## config.mk

```make
export PLATFORM = sky130hd
export DESIGN_NAME = multiport_register_file
export DESIGN_NICKNAME = d
export VERILOG_FILES = /design/src/rtl/multiport_register_file.sv
export SDC_FILE = /design/constraint.sdc
export NUM_CORES = 1
export LEC_CHECK = 0
export BUFFER_PORTS_ARGS = -buffer_cell sky130_fd_sc_hd__buf_2
export CORE_ASPECT_RATIO = 0.5
export CORE_MARGIN = 3
export CORE_UTILIZATION = 55
export DETAILED_ROUTE_END_ITERATION = 8
export PLACE_DENSITY = 0.84
export SLEW_MARGIN = 20
export SYNTH_ARGS = -nofsm -noshare
export SYNTH_HDL_FRONTEND = slang
export SYNTH_SLANG_ARGS = --single-unit
```

## constraint.sdc

```tcl
create_clock -name clock -period 2.9 [get_ports clock]
set_input_delay 0.58 -clock clock [delete_from_list [all_inputs] [get_ports clock]]
set_output_delay 0.58 -clock clock [all_outputs]
set_load 0.02 [all_outputs]
```

## src/rtl/multiport_register_file.sv

```systemverilog
`default_nettype none
// multiport_register_file: two combinational read ports and one write port with write-first bypass,
// plus a one-register-per-cycle clear sweep (IDLE -> CLEAR -> DONE). Rev 1.0
module multiport_register_file #(
  parameter int DATA_WIDTH = 8,
  parameter int NUM_REGS   = 8,
  parameter int ADDR_WIDTH = $clog2(NUM_REGS),
  parameter int OUT_REG    = NUM_REGS - 1
) (
  input  logic                  clock,
  input  logic                  reset_n,
  input  logic                  wr_en,
  input  logic [ADDR_WIDTH-1:0] wr_addr,
  input  logic [DATA_WIDTH-1:0] wr_data,
  input  logic [ADDR_WIDTH-1:0] rd_addr_a,
  input  logic [ADDR_WIDTH-1:0] rd_addr_b,
  output logic [DATA_WIDTH-1:0] rd_data_a,
  output logic [DATA_WIDTH-1:0] rd_data_b,
  input  logic                  clear_req,
  output logic                  clear_busy,
  output logic                  clear_done,
  output logic                  wr_err,
  output logic [DATA_WIDTH-1:0] output_reg_val
);

  localparam logic [ADDR_WIDTH:0] C_NUM_REGS = (ADDR_WIDTH+1)'(NUM_REGS);
  localparam logic [ADDR_WIDTH:0] C_LAST_IDX = (ADDR_WIDTH+1)'(NUM_REGS - 1);

  typedef enum logic [1:0] {
    IDLE  = 2'd0,
    CLEAR = 2'd1,
    DONE  = 2'd2
  } state_e;

  state_e                state_q, state_d;
  logic [ADDR_WIDTH:0]   cnt_q, cnt_d;
  logic                  wr_err_q, wr_err_d;
  logic [DATA_WIDTH-1:0] regs_q [NUM_REGS];
  logic                  w_wr_ok;

  assign w_wr_ok  = wr_en && ({1'b0, wr_addr} < C_NUM_REGS) && (state_q != CLEAR);
  assign wr_err_d = wr_en && !w_wr_ok;

  // Bypass only on accepted writes; out-of-range reads return zero.
  assign rd_data_a = (w_wr_ok && (rd_addr_a == wr_addr)) ? wr_data :
                     ({1'b0, rd_addr_a} < C_NUM_REGS) ? regs_q[rd_addr_a] : '0;
  assign rd_data_b = (w_wr_ok && (rd_addr_b == wr_addr)) ? wr_data :
                     ({1'b0, rd_addr_b} < C_NUM_REGS) ? regs_q[rd_addr_b] : '0;

  assign output_reg_val = regs_q[OUT_REG];
  assign clear_busy     = (state_q == CLEAR);
  assign clear_done     = (state_q == DONE);
  assign wr_err         = wr_err_q;

  always_comb begin
    state_d = state_q;
    cnt_d   = cnt_q;
    case (state_q)
      IDLE: begin
        if (clear_req) begin
          state_d = CLEAR;
          cnt_d   = '0;
        end
      end
      CLEAR: begin
        cnt_d = cnt_q + (ADDR_WIDTH+1)'(1);
        if (cnt_q == C_LAST_IDX) begin
          state_d = DONE;
        end
      end
      DONE:    state_d = IDLE;
      default: state_d = IDLE;
    endcase
  end

  always_ff @(posedge clock or negedge reset_n) begin
    if (!reset_n) begin
      state_q  <= IDLE;
      cnt_q    <= '0;
      wr_err_q <= 1'b0;
    end else begin
      state_q  <= state_d;
      cnt_q    <= cnt_d;
      wr_err_q <= wr_err_d;
    end
  end

  always_ff @(posedge clock or negedge reset_n) begin
    if (!reset_n) begin
      for (int i = 0; i < NUM_REGS; i++) begin
        regs_q[i] <= '0;
      end
    end else if (state_q == CLEAR) begin
      regs_q[cnt_q[ADDR_WIDTH-1:0]] <= '0;
    end else if (w_wr_ok) begin
      regs_q[wr_addr] <= wr_data;
    end
  end

endmodule
`default_nettype wire

```

==> results.toml <==
[outcome]
run_status = "finished clean"

[grt]
grt_pass1_vias = 3162
grt_pass1_wl_mm = 17.43
overflow = 0
grt_usage_pct = 27.62
antenna_found_initial = 0
grt_max_degree = 26

[run]
drv_cap = 0

[final_layout]
antenna_cells = 0
fin_nets = 352
area_growth_pct = 16.19
drive_gt1_share_pct = 45.67
fin_util_pct = 68.99

[worst_setup_path]
slowest_delay_ns = 0.61
critical_path_arrival_ns = 2.21
crit_fanout = 11
cp_slowest_cell = "mux4_1"
critical_path_class = "input port to output pin"
r2r_end = "regs_q[54]"
reg2reg_depth = 6
r2r_start = "state_q[1]"
startpoint_type = "input port"
ff2ff_setup_slack_ns = 0.51
crit_chain = "buf_2 -> mux4_1 -> mux2_2 -> mux2_2 -> buf_2"
cp.required_ns = 2.32
cp-end-kind = "output pin"

[logic_synthesis]
synth_seq_area_share_pct = 42.66
synth_flop_cell = "dfrtp_1"
synthAdderAreaFrac_pct = 0.3004
yosysMostFrequentCell = "dfrtp_1"
synthTopCellsByCount = "dfrtp_1 (71), a22o_1 (67), mux2_2 (32)"
synth-xor-area-share_pct = 1.442
yosys.area.top_type_share_pct = 42.66
syn_area_sq_mm = 0.004165
synth_nets = 303
synthArstFlopShare_pct = 100.0
synth_warnings = 0
synth_compound_area_share_pct = 16.19
synth.distinct_cells = 38
synth_area_leaders = "dfrtp_1 (43%), a22o_1 (14%), mux4_2 (10%), mux2_2 (8.7%), mux4_1 (8.2%)"
synth_simple_gate_area_share_pct = 6.849
synth_top_area_cell = "dfrtp_1"
synth.area.mux_share_pct = 27.49
synth_edf_count = 0
synth_top_family_by_area = "multiplexers"
yosys_register_bits = 71
avgSynthCellArea_sq_um = 14.82
netlist_instances = 281

[floorplan]
core_sq_mm = 0.007015
ios = 48
dieArea_sq_mm = 0.008717
rows = 21
start_util_pct = 59.37
die_w_um = 129.1
die_h_um = 67.54

[placed_design]
dp_hpwl_mm = 7.374
place.port_buffers = 47
gp_congestion = 0.8411

[timing]
setup_viol = 0
grt_setup_unrepaired = "no"
slew_headroom_pct = 22.93
worstMarginPinSlew_ns = 1.151
fin_crit_sh_pct = 96.16
fin_crit_ns = 2.789
max_freq_mhz = 358.6
final_max_slew_viol_count = 0
tns_ns = 0
clock_skew_ns = 0.006681
hold_viol_final = 0

[cts]
cts_hold_buf = 0
cts_tree = "yes"
cts_setup_buffers = 0
htreeDepth = 3
clk_latency_ns = 0.34
clock_sinks = 71
numCtsBuffers = 9
cts-resized-gates = 0
path_clk_slew_ns = 0.05
clock_path_buffers = 2
cts_root_buf = "clkbuf_16"

[power_and_ir_drop]
power_leakage_uw = 0.002325
vdd_drop_max_uv = 563.4
power.density_mw_per_mm2 = 928.2

[drt]
drc = 0
routed_wl_mm = 11.22
vias = 3058
wl_per_cell_um = 26.28
ant_nets = 0
via_per_inst = 7.162
drtIter0Drc = 329
dr.pass1.iters = 4

[min_path]
hp-class = "input port to asynchronous set/reset pin"
per-layer routing:
layer | vias up | global-route usage [%] | wire length, um
met1 | 1600 | 35.32 | 4511
met5 | - | 0 | 0
met3 | 33 | 10.66 | 1122
met2 | 180 | 43.94 | 5346
met4 | 0 | 9.424 | 240
li1 | 1245 | - | -
cell type report:
class | instances | area [sq um]
tap | 92 | 115.1
timing repair buffer | 68 | 442.9
multi-input combinational | 179 | 2177
fill | 461 | 2176
inverter | 1 | 3.754
clock inverter | 5 | 81.33
sequential | 71 | 1777
clock buffer | 11 | 242.7
through the flow:
step	instance area, sq um	cells	worst slack (ns)	hold WS (ns)	total power [uW]
after floorplan	4165	281	0.3918	0.2844	2791
after global placement	4516	411	0.1534	0.4889	3177
after detailed placement	4516	411	0.1532	0.5046	3249
after CTS	4840	427	0.1300	0.2436	4486
after global routing	4840	427	0.09641	0.2724	4685
final	4840	427	0.1113	0.2368	4492
worst max-delay path by stage:
| stage | to | depth (start not counted) | from | slack [ns] |
|---|---|---|---|---|
| 3_5_place_dp | rd_data_a[1] | 5 | rd_addr_a[0] | 0.15 |
| 3_3_place_gp | rd_data_a[1] | 5 | rd_addr_a[0] | 0.15 |
| 6_report | rd_data_a[0] | 5 | rd_addr_a[0] | 0.11 |
| 2_1_floorplan | rd_data_a[0] | 4 | rd_addr_a[2] | 0.39 |
| 4_1_cts | rd_data_a[0] | 5 | rd_addr_a[0] | 0.13 |
| 5_1_grt | rd_data_a[0] | 5 | rd_addr_a[0] | 0.1 |
power breakdown:
part | internal [uW] | switching, uW | leakage, uW
registers | 1330 | 338 | 0.000964
clock network | 776 | 425 | 0.000156
logic | 816 | 803 | 0.00121
total | 2930 | 1570 | 0.00233
cell families (layout without fill, tap and decap cells):
kind of cell,Yosys count,after routing
xor gates and xnor gates,6,6
DFF,71,71
AOI/OAI and AO/OA,79,79
muxes,65,65
and+or+nand+nor,28,28
adders and majority gates,1,1
buffers and inverters,31,85
registers in the layout, summed over array words and instances, names as in the netlist:
| name | count |
|---|---|
| cnt_q | 4 |
| output_reg_val | 8 |
| regs_q | 56 |
| state_q | 2 |
| wr_err | 1 |
critical path, delay by kind of cell:
kind,cells,cell delay [ns]
multiplexers,3,1.19
buffers and inverters,2,0.44
cells in the final DEF, fill, tap and decap left out, types with 4 or more instances in the layout:
master | netlist | layout
buf_2 | 5 | 47
clkbuf_16 | 0 | 9
mux4_1 | 13 | 13
mux2_2 | 32 | 32
buf_4 | 9 | 17
nor2_1 | 4 | 4
mux4_2 | 19 | 19
dfrtp_1 | 71 | 71
a22o_1 | 67 | 67
xor2_1 | 5 | 5
a31oi_1 | 4 | 4
buf_12 | 2 | 4
(Power assumes the default switching activity.)
